===== src/rtl/eig_sched.sv =====
// eig_sched: round-robin scheduler sharing one eig_core datapath between N requester channels.
// Optional WAIT-state abort after TIMEOUT_CYCLES when the EIG_SCHED_TIMEOUT_EN macro is defined.
module eig_sched #(
  parameter int N              = 4,
  parameter int CHW            = 2,
  parameter int TIMEOUT_CYCLES = 1024
) (
  input  logic            clk,
  input  logic            rst_n,
  input  logic            ena,
  input  logic [N-1:0]    req_valid,
  output logic [N-1:0]    req_ready,
  input  logic [N*32-1:0] req_a0,
  input  logic [N*32-1:0] req_a1,
  output logic            core_start,
  output logic [31:0]     core_a0,
  output logic [31:0]     core_a1,
  input  logic            core_done,
  input  logic [31:0]     core_kappa,
  input  logic [31:0]     core_inv_kappa,
  input  logic [2:0]      core_regime,
  output logic            res_valid,
  input  logic            res_ready,
  output logic [CHW-1:0]  res_ch,
  output logic [31:0]     res_kappa,
  output logic [31:0]     res_inv_kappa,
  output logic [2:0]      res_regime,
  output logic            res_timeout,
  output logic            busy
);

  typedef enum logic [1:0] {
    IDLE  = 2'd0,
    ISSUE = 2'd1,
    WAIT  = 2'd2,
    OUT   = 2'd3
  } state_t;

  if (CHW != $clog2(N) || N < 2 || N > 8 || TIMEOUT_CYCLES < 1) begin : g_param_check
    $error("eig_sched: illegal parameter combination");
  end

  state_t         state_r;
  state_t         state_s;
  logic [CHW-1:0] ptr_r;
  logic [CHW-1:0] ptr_s;
  logic [CHW:0]   pick_s;
  logic [CHW-1:0] grant_s;
  logic           grant_vld_s;
  logic           take_s;
  logic           cap_s;
  logic           abort_s;
  logic           tmo_hit_s;
  logic [31:0]    a0_arr [N];
  logic [31:0]    a1_arr [N];

  for (genvar i = 0; i < N; i++) begin : g_unpack
    assign a0_arr[i] = req_a0[32*i +: 32];
    assign a1_arr[i] = req_a1[32*i +: 32];
  end

  // Lowest offset from the pointer wins; scanning offsets downward lets the last hit stand.
  function automatic logic [CHW:0] rr_pick(input logic [N-1:0] vld, input logic [CHW-1:0] start);
    logic [CHW:0]   pick;
    logic [CHW-1:0] idx;
    pick = {(CHW+1){1'b0}};
    for (int k = N - 1; k >= 0; k--) begin
      idx = CHW'((int'(start) + k) % N);
      if (vld[idx]) begin
        pick = {1'b1, idx};
      end
    end
    return pick;
  endfunction

  assign pick_s      = rr_pick(req_valid, ptr_r);
  assign grant_vld_s = pick_s[CHW];
  assign grant_s     = pick_s[CHW-1:0];

`ifdef EIG_SCHED_TIMEOUT_EN
  localparam int TCW = $clog2(TIMEOUT_CYCLES + 1);
  logic [TCW-1:0] wcnt_r;

  assign tmo_hit_s = (wcnt_r == TCW'(TIMEOUT_CYCLES - 1));

  // Age of the current WAIT visit; held at zero in every other state
  always_ff @(posedge clk or negedge rst_n) begin
    if (!rst_n) begin
      wcnt_r <= {TCW{1'b0}};
    end else if (ena) begin
      if (state_r == WAIT) begin
        wcnt_r <= wcnt_r + TCW'(1);
      end else begin
        wcnt_r <= {TCW{1'b0}};
      end
    end
  end
`else
  assign tmo_hit_s = 1'b0;
`endif

  // Next-state decode, combinational grant and core issue pulse
  always_comb begin
    state_s    = state_r;
    ptr_s      = ptr_r;
    req_ready  = {N{1'b0}};
    core_start = 1'b0;
    take_s     = 1'b0;
    cap_s      = 1'b0;
    abort_s    = 1'b0;
    if (ena && rst_n) begin
      case (state_r)
        IDLE: begin
          if (grant_vld_s) begin
            req_ready[grant_s] = 1'b1;
            take_s             = 1'b1;
            ptr_s              = (grant_s == CHW'(N - 1)) ? {CHW{1'b0}} : grant_s + CHW'(1);
            state_s            = ISSUE;
          end else begin
            state_s = IDLE;
          end
        end
        ISSUE: begin
          core_start = 1'b1;
          state_s    = WAIT;
        end
        WAIT: begin
          if (core_done) begin
            cap_s   = 1'b1;
            state_s = OUT;
          end else if (tmo_hit_s) begin
            abort_s = 1'b1;
            state_s = OUT;
          end else begin
            state_s = WAIT;
          end
        end
        OUT: begin
          if (res_ready) begin
            state_s = IDLE;
          end else begin
            state_s = OUT;
          end
        end
        default: begin
          state_s = IDLE;
        end
      endcase
    end else begin
      state_s = state_r;
    end
  end

  // FSM state and round-robin pointer
  always_ff @(posedge clk or negedge rst_n) begin
    if (!rst_n) begin
      state_r <= IDLE;
      ptr_r   <= {CHW{1'b0}};
    end else if (ena) begin
      state_r <= state_s;
      ptr_r   <= ptr_s;
    end
  end

  // Request latch, result capture and registered status outputs
  always_ff @(posedge clk or negedge rst_n) begin
    if (!rst_n) begin
      core_a0       <= 32'd0;
      core_a1       <= 32'd0;
      res_ch        <= {CHW{1'b0}};
      res_kappa     <= 32'd0;
      res_inv_kappa <= 32'd0;
      res_regime    <= 3'd0;
      res_timeout   <= 1'b0;
      res_valid     <= 1'b0;
      busy          <= 1'b0;
    end else if (ena) begin
      if (take_s) begin
        core_a0 <= a0_arr[grant_s];
        core_a1 <= a1_arr[grant_s];
        res_ch  <= grant_s;
      end
      if (cap_s) begin
        res_kappa     <= core_kappa;
        res_inv_kappa <= core_inv_kappa;
        res_regime    <= core_regime;
        res_timeout   <= 1'b0;
      end else if (abort_s) begin
        res_kappa     <= 32'd0;
        res_inv_kappa <= 32'd0;
        res_regime    <= 3'd0;
        res_timeout   <= 1'b1;
      end
      res_valid <= (state_s == OUT);
      busy      <= (state_s != IDLE);
    end
  end

endmodule


===== config.mk =====
export PLATFORM = sky130hd
export DESIGN_NAME = eig_sched
export DESIGN_NICKNAME = d
export VERILOG_FILES = /design/src/rtl/eig_sched.sv
export SDC_FILE = /design/constraint.sdc
export NUM_CORES = 1
export LEC_CHECK = 0
export ABC_AREA = 1
export CAP_MARGIN = 20
export CORE_AREA = 2 2 182 184
export CTS_BUF_LIST = sky130_fd_sc_hd__clkbuf_4
export DETAILED_ROUTE_END_ITERATION = 8
export DIE_AREA = 0 0 184 186
export PLACE_DENSITY_LB_ADDON = 0.25
export SYNTH_ARGS = -nofsm -noshare
export SYNTH_HDL_FRONTEND = slang
export SYNTH_SLANG_ARGS = --single-unit

===== constraint.sdc =====
create_clock -name clk -period 2.8 [get_ports clk]
set_input_delay 0.7 -clock clk [delete_from_list [all_inputs] [get_ports clk]]
set_output_delay 0.7 -clock clk [all_outputs]
set_load 0.05 [all_outputs]

==> flow_summary_export.csv, run 1 <==
group,metric,value,unit
sta,slew_violations,0,
final_layout,multi_input_area,4155,um2
cts,cts_num_sinks,139,
route,finalWirelength,34580,um
worst_setup_path,path_cells,"clkdlybuf4s50_1, inv_1, nand2_2, and2_4, nor2_4, inv_2, nand2_4, nand2_4, nand2_4, ha_4, inv_4, nor2_4, buf_12",
cts,clockBufferDepth,2,
synthesis,ys_seq_area_share,44.24,%
final_layout,nets,1811,
sta,slew_headroom,43.84,%
cts,cts_hold_buf,0,
cts,cts_buffers,17,
global_routing,grt_usage,19.60,%
worst_setup_path,crit_path_end_kind,"output pin",
route,drt_pass1_iterations,4,
worst_setup_path,cpPeakStageDelay,480,ps
global_routing,grt_overflow,0,
synthesis,synth_area_per_cell,7.731,um2
status,violations,"setup timing",
worst_setup_path,critPathKind,"input pin to output pin",
status,outcome,"complete, but fails checks",
synthesis,synth_cells,1017,
global_routing,grt_use_met2,34.75,%
synthesis,synth_warnings,0,
sta,fmax,326.7,MHz
route,ant_nets,0,
flow_run,max-cap-violations,0,
placed_design,gp_congestion,0.8424,
placed_design,place_hpwl,24870,um
synthesis,synth_area,7863,um2
floorplanning,rows,66,
sta,fin_crit,3061,ps
sta,clock_skew,28.70,ps
worst_setup_path,cp.required,2100,ps
final_layout,fillers,3202,
final_layout,ff_latch_area,3481,um2
sta,min_period_over_period,109.3,%
worst_setup_path,start_kind,"input pin",
cts,htreeDepth,4,
floorplanning,die_w,184,um
sta,rsz0062_at_grt,"true",
route,drcViolationCount,0,
sta,final.setup.worst_slack,-260.8,ps
placed_design,numPortBuffers,471,
worst_setup_path,cp_max_fo,3,
worst_setup_path,cp_slowest_cell,"clkdlybuf4s50_1",
min_path,hold_class,"input pin to asynchronous set/reset pin",
cts,clock_latency,590,ps
floorplanning,initial_core_util,24.41,%
power_and_ir_drop,p_leak,6.095,nW
floorplanning,coreArea,32210,um2
route,avgRoutedWirePerCell,18.18,um
placed_design,place_ws,-328.8,ps
final_layout,instances_no_fill,1902,
synthesis,synth.distinct_cells,30,
route,drt_iter0_markers,348,
worst_setup_path,crit_buf_inv,5,
power_and_ir_drop,vdd_drop_max,0.9353,mV
floorplanning,io_pins,473,
sta,setup_viol,4,
final_layout,layout-drive-gt1-share,16.23,%
worst_setup_path,cp_common_cell,"nand2_4",
global_routing,top_usage_layer,"met2",
power_and_ir_drop,powerDensity,1259,nW/um2
global_routing,grt_antenna_before_repair,5,
cts,ctsRootBufferMaster,"clkbuf_4",
sta,whs,199.7,ps
global_routing,grt_pass1_wl,50920,um
sta,hold_viol,0,
final_layout,area_growth,74.43,%
final_layout,design_area,13710,um2
floorplanning,die_h,186,um
placed_design,dp.cells,1857,
cts,clk_pin_slew,170,ps
global_routing,grt_max_degree,140,
floorplanning,die-area,34220,um2
worst_setup_path,cp_top_family,"buffers and inverters",
cts,cts_tree,"yes",
global_routing,use_met1,21.74,%
global_routing,grt_pass1_vias,8830,
global_routing,met3_usage,7.787,%
placed_design,placed_cell_area,13140,um2
sta,worst_pin_slew,842.4,ps
worst_setup_path,cp.arrival,2360,ps
route,post_drt_via_cell_ratio,4.551,
synthesis,ys_ff_latch,139,
route,vias,8656,
synthesis,syn-num-nets,1350,
layout by cell type, fill, tap and decap left out, types with 2 or more instances in the layout:
| cell type | count |
|---|---|
| inv_8 | 5 |
| buf_6 | 5 |
| clkbuf_4 | 17 |
| nand2_4 | 15 |
| nand2_2 | 11 |
| inv_4 | 3 |
| inv_1 | 10 |
| dfrtp_2 | 2 |
| dfrtp_1 | 137 |
| mux2_2 | 67 |
| inv_6 | 6 |
| nor2_4 | 8 |
| clkinv_4 | 3 |
| nand3_1 | 196 |
| clkdlybuf4s50_1 | 463 |
| buf_12 | 14 |
| nor2_1 | 133 |
| or2_2 | 45 |
| o21ai_0 | 2 |
| buf_4 | 28 |
| or2_0 | 20 |
| dlygate4sd2_1 | 2 |
| nand2_1 | 278 |
| inv_2 | 6 |
| diode_2 | 3 |
worst reg2reg max path, delay by kind of cell, from the launching register on:
kind                   cells  cell delay (ps)
flip-flops                 1              510
AND/OR/NAND/NOR           11              970
buffers and inverters      6              790
power by group:
group	switching, W	internal, W	leakage (nW)
registers	0.000551	0.00301	1.62
clock network	0.000987	0.000406	0.152
logic	0.00789	0.00442	4.32
state kept, by name, indices dropped and copies added, names as in the netlist:
name           count
core_a0           32
core_a1           32
res_inv_kappa     32
res_kappa         32
res_regime         3
ptr_r              2
res_ch             2
state_r            2
busy               1
res_valid          1
worst paths after layout:
kind                                                 to  slack (ps)  cells after the start             startpoint
max                                        req_ready[3]        -260                     13           req_valid[0]
min                        res_inv_kappa[6]$_DFFE_PN0P_         200                      2                  rst_n
max reg2reg                     core_a0[12]$_DFFE_PN0P_         430                     17   ptr_r[0]$_DFFE_PN0P_
min reg2reg                       res_ch[1]$_DFFE_PN0P_         510                      2  res_ch[1]$_DFFE_PN0P_
max in group asynchronous        core_a1[7]$_DFFE_PN0P_        1920                      2                  rst_n
min in group clk                  res_ch[1]$_DFFE_PN0P_         510                      2  res_ch[1]$_DFFE_PN0P_
cell families (layout without fill, tap and decap cells):
family | after synthesis | after routing | share of synthesized area (%)
AOI/OAI and AO/OA | 8 | 8 | 0.5571
adders and majority gates | 1 | 1 | 0.1591
buffers and inverters | 90 | 564 | 5.713
DFF | 139 | 139 | 44.24
muxes | 67 | 67 | 9.596
other | 1 | 4 | 0.04769
and+or+nand+nor | 711 | 711 | 39.69
per-layer routing:
layer | vias up | share of wire, %
met1 | 4043 | 39
met2 | 355 | 50
met3 | 45 | 9.9
li1 | 4209 | -
met5 | - | 0.075
met4 | 4 | 1.8
metrics by stage:
| step | util (%) | TNS [ps] | power [W] |
|---|---|---|---|
| floorplan | - | -125.7 | 0.01136 |
| CTS | 42.18 | -785.7 | 0.01728 |
| global placement | 40.80 | -3576 | 0.01544 |
| global route | 42.58 | -1433 | 0.01845 |
| detailed placement | 40.80 | -5353 | 0.01554 |
| finish | 42.58 | -889.7 | 0.01727 |
layout make-up:
type                            instances  area share (%)
Tap cell                              408           3.722
Clock buffer                           17          0.9306
Timing Repair Buffer                  512           37.91
Sequential cell                       139           25.38
Antenna cell                            3         0.05474
Inverter                               20          0.6386
Multi-Input combinational cell        788           30.30
Clock inverter                         15           1.067
synth_stat cells, drive strengths merged:
cell type	count	area, um2
nand2	304	1156
nand3	198	996.0
nor2	141	544.3
dfrtp	139	3478
mux2	67	754.5
or2	65	406.6
buf	61	337.8
inv	20	75.08
clkbuf	9	36.29
o21ai	4	20.02
a21oi	2	10.01
and2	1	6.260
conb	1	3.750
ha	1	12.51
nand4	1	6.260
nor3	1	5.000
o211ai	1	7.510
o22ai	1	6.260
repair_timing:
action	in CTS	in global routing
pin swaps	16	21
setup endpoints to repair	4	4
gates resized for setup	40	27
gates cloned	0	0
buffers inserted	7	3
Note: power is estimated with default switching activity, not from simulation.
==> run 2: changes to the inputs <==
--- a/config.mk
+++ b/config.mk
@@ -6,11 +6,12 @@
 export NUM_CORES = 1
 export LEC_CHECK = 0
 export ABC_AREA = 1
-export CAP_MARGIN = 20
-export CORE_AREA = 2 2 182 184
+export CAP_MARGIN = 10
+export CORE_AREA = 2 2 183 185
 export CTS_BUF_LIST = sky130_fd_sc_hd__clkbuf_4
+export CTS_CLUSTER_DIAMETER = 50
 export DETAILED_ROUTE_END_ITERATION = 8
-export DIE_AREA = 0 0 184 186
+export DIE_AREA = 0 0 185 187
 export PLACE_DENSITY_LB_ADDON = 0.25
 export SYNTH_ARGS = -nofsm -noshare
 export SYNTH_HDL_FRONTEND = slang
==> run 2 against run 1 <==
Net effect: the run still ends with setup timing left; via count shrank 0.36%; total power is 0.70% lower; critical endpoint is now req_ready[1]; largest power group unchanged; hold slack improved by 9.0 ps; non-clock buffer count fell by 8; combinational power hardly changed; critical path depth rose by 1.
==> flow_summary_export.csv, run 2 (synthesized netlist as in run 1, its figures left out) <==
group,metric,value,unit
final_layout,final_common_cell,"clkdlybuf4s50_1",
final_layout,fillers,3395,
sta,slew_headroom,46.99,%
final_layout,layout-drive-gt1-share,15.58,%
worst_setup_path,r2r-end,"core_a1[5]$_DFFE_PN0P_",
floorplanning,die-area,34600,um2
route,drt_pass1_iterations,5,
route,finalWirelength,34040,um
cts,ctsRootBufferMaster,"clkbuf_4",
worst_setup_path,r2r_start,"ptr_r[1]$_DFFE_PN0P_",
sta,worst_pin_slew,795.2,ps
floorplanning,die_w,185,um
worst_setup_path,cp_max_fo,3,
sta,slew_violations,0,
worst_setup_path,cp_slowest_cell,"clkdlybuf4s50_1",
global_routing,grt_pass1_wl,51050,um
status,violations,"setup timing",
global_routing,grt_max_degree,140,
sta,fmax,329.4,MHz
flow_run,max-cap-violations,0,
worst_setup_path,cp.required,2100,ps
route,vias,8625,
sta,hold_viol,0,
route,drt_iter0_markers,268,
route,post_drt_via_cell_ratio,4.464,
status,outcome,"complete, but fails checks",
cts,clock_latency,610,ps
final_layout,final_cell_mix,"clkdlybuf4s50_1, nand2_1, nand3_1",
placed_design,place_ws,-301.6,ps
worst_setup_path,critPathKind,"input pin to output pin",
cts,clk_pin_slew,140,ps
floorplanning,die_h,187,um
final_layout,final_util,41.63,%
sta,fin_crit,3036,ps
sta,min_period_over_period,108.4,%
placed_design,gp_congestion,0.8100,
floorplanning,rows,67,
worst_setup_path,path_cells,"clkdlybuf4s50_1, inv_1, nand2_2, nand3_2, nand2_2, inv_1, nand2_1, nand2_1, nand2_2, inv_4, nor2_4, inv_4, a21oi_4, buf_12",
sta,final.setup.worst_slack,-236.1,ps
global_routing,grt_antenna_before_repair,1,
sta,setup_viol,4,
cts,cts_tree,"yes",
final_layout,design_area,13680,um2
global_routing,grt_overflow,0,
worst_setup_path,start_kind,"input pin",
placed_design,place_hpwl,24110,um
global_routing,grt_pass1_vias,9021,
worst_setup_path,rrSetupSlack,470,ps
min_path,hold_class,"input pin to asynchronous set/reset pin",
cts,cts_num_sinks,139,
power_and_ir_drop,vdd_drop_max,1.052,mV
power_and_ir_drop,p_leak,6.044,nW
floorplanning,coreArea,32860,um2
sta,rsz0062_at_grt,"true",
cts,htreeDepth,4,
floorplanning,io_pins,473,
sta,whs,208.7,ps
sta,clock_skew,19.62,ps
route,avgRoutedWirePerCell,17.62,um
final_layout,area_growth,74.00,%
placed_design,placed_cell_area,13110,um2
worst_setup_path,cp_common_cell,"nand2_2",
worst_setup_path,cpPeakStageDelay,530,ps
worst_setup_path,reg2reg_depth,16,
power_and_ir_drop,powerDensity,1253,nW/um2
global_routing,grt_usage,19.35,%
cts,cts_buffers,17,
worst_setup_path,crit_buf_inv,6,
worst_setup_path,cp_top_family,"buffers and inverters",
cts,clockBufferDepth,2,
route,ant_nets,0,
route,drcViolationCount,0,
floorplanning,initial_core_util,23.93,%
final_layout,nets,1803,
worst_setup_path,crit_path_end_kind,"output pin",
placed_design,numPortBuffers,471,
worst_setup_path,cp.arrival,2340,ps
-- run 2: cell types whose count changed in the layout (fill, tap and decap cells not counted), moves of 3 or more --
cell	before	now
clkinv_4	3	7
buf_4	28	21
inv_6	6	3
inv_8	5	1
nand2_4	15	12
-- run 2: what timing repair did --
item,4_1_cts,5_1_grt
endpoints found under the setup margin,4,4
resized for setup,38,21
pin swaps,17,13
buffers inserted,6,3
hold buffers,0,0
-- run 2: worst register-to-register path, delay by kind of cell, from the launching register on --
family | cells | cell delay (ps)
AND/OR/NAND/NOR | 12 | 1110
buffers and inverters | 4 | 690
flip-flops | 1 | 490
-- run 2: worst max path at each step --
stage                         start            to  slack (ps)  cells past startpoint
2_1_floorplan          req_valid[1]  req_ready[3]        -130                     13
4_1_cts        ptr_r[0]$_DFFE_PN0P_  req_ready[1]        -230                     11
3_3_place_gp           req_valid[2]  req_ready[1]        -270                     11
5_1_grt        ptr_r[1]$_DFFE_PN0P_  req_ready[1]        -380                     14
6_report               req_valid[1]  req_ready[1]        -240                     14
3_5_place_dp           req_valid[3]  req_ready[1]        -300                     11
-- run 2: metrics by stage --
step | setup TNS [ps] | power [W] | instances
6_report | -845.2 | 0.01715 | 1932
5_1_grt | -1440 | 0.01823 | 1932
4_1_cts | -873.8 | 0.01718 | 1928
3_5_place_dp | -4622 | 0.01537 | 1890
3_3_place_gp | -2278 | 0.01529 | 1890
2_1_floorplan | -125.7 | 0.01136 | 1017
-- run 2: area by class of cell --
cell class	instances	area, um2	share of cell area (%)
flip-flops and latches	139	3481	25.44
clock buffers	18	135.1	0.9877
inverters	20	85.08	0.6219
multi-input cells	788	4133	30.21
well taps	448	560.5	4.097
repair buffers	504	5122	37.44
clock inverters	14	161.4	1.180
diodes	1	2.502	0.01829
-- run 2: power by group --
group,leakage [nW],switching [W],internal (W)
registers,1.62,0.000580,0.00302
logic,4.26,0.00781,0.00429
clock network,0.157,0.000887,0.000558
total,6.04,0.00928,0.00787
-- run 2: metal layers --
metal  routed length (um)  vias to the layer above  global-route usage, %  part of all wire (%)
met4                  790                        0                  6.380                   2.3
met2                16600                      351                  33.69                    49
met1                13350                     4054                  21.60                    39
li1                     -                     4185                      -                     -
met3                 3297                       35                  7.321                   9.7
met5                    0                        -                      0                     0
==> run 3: changes to the inputs <==
--- a/config.mk
+++ b/config.mk
@@ -6,6 +6,7 @@
 export NUM_CORES = 1
 export LEC_CHECK = 0
 export ABC_AREA = 1
+export ABC_CLOCK_PERIOD_IN_PS = 2800
 export CAP_MARGIN = 10
 export CORE_AREA = 2 2 183 185
 export CTS_BUF_LIST = sky130_fd_sc_hd__clkbuf_4
==> results of run 3 <==
No change in the layout: final DEF, timing and power equal those of run 2.
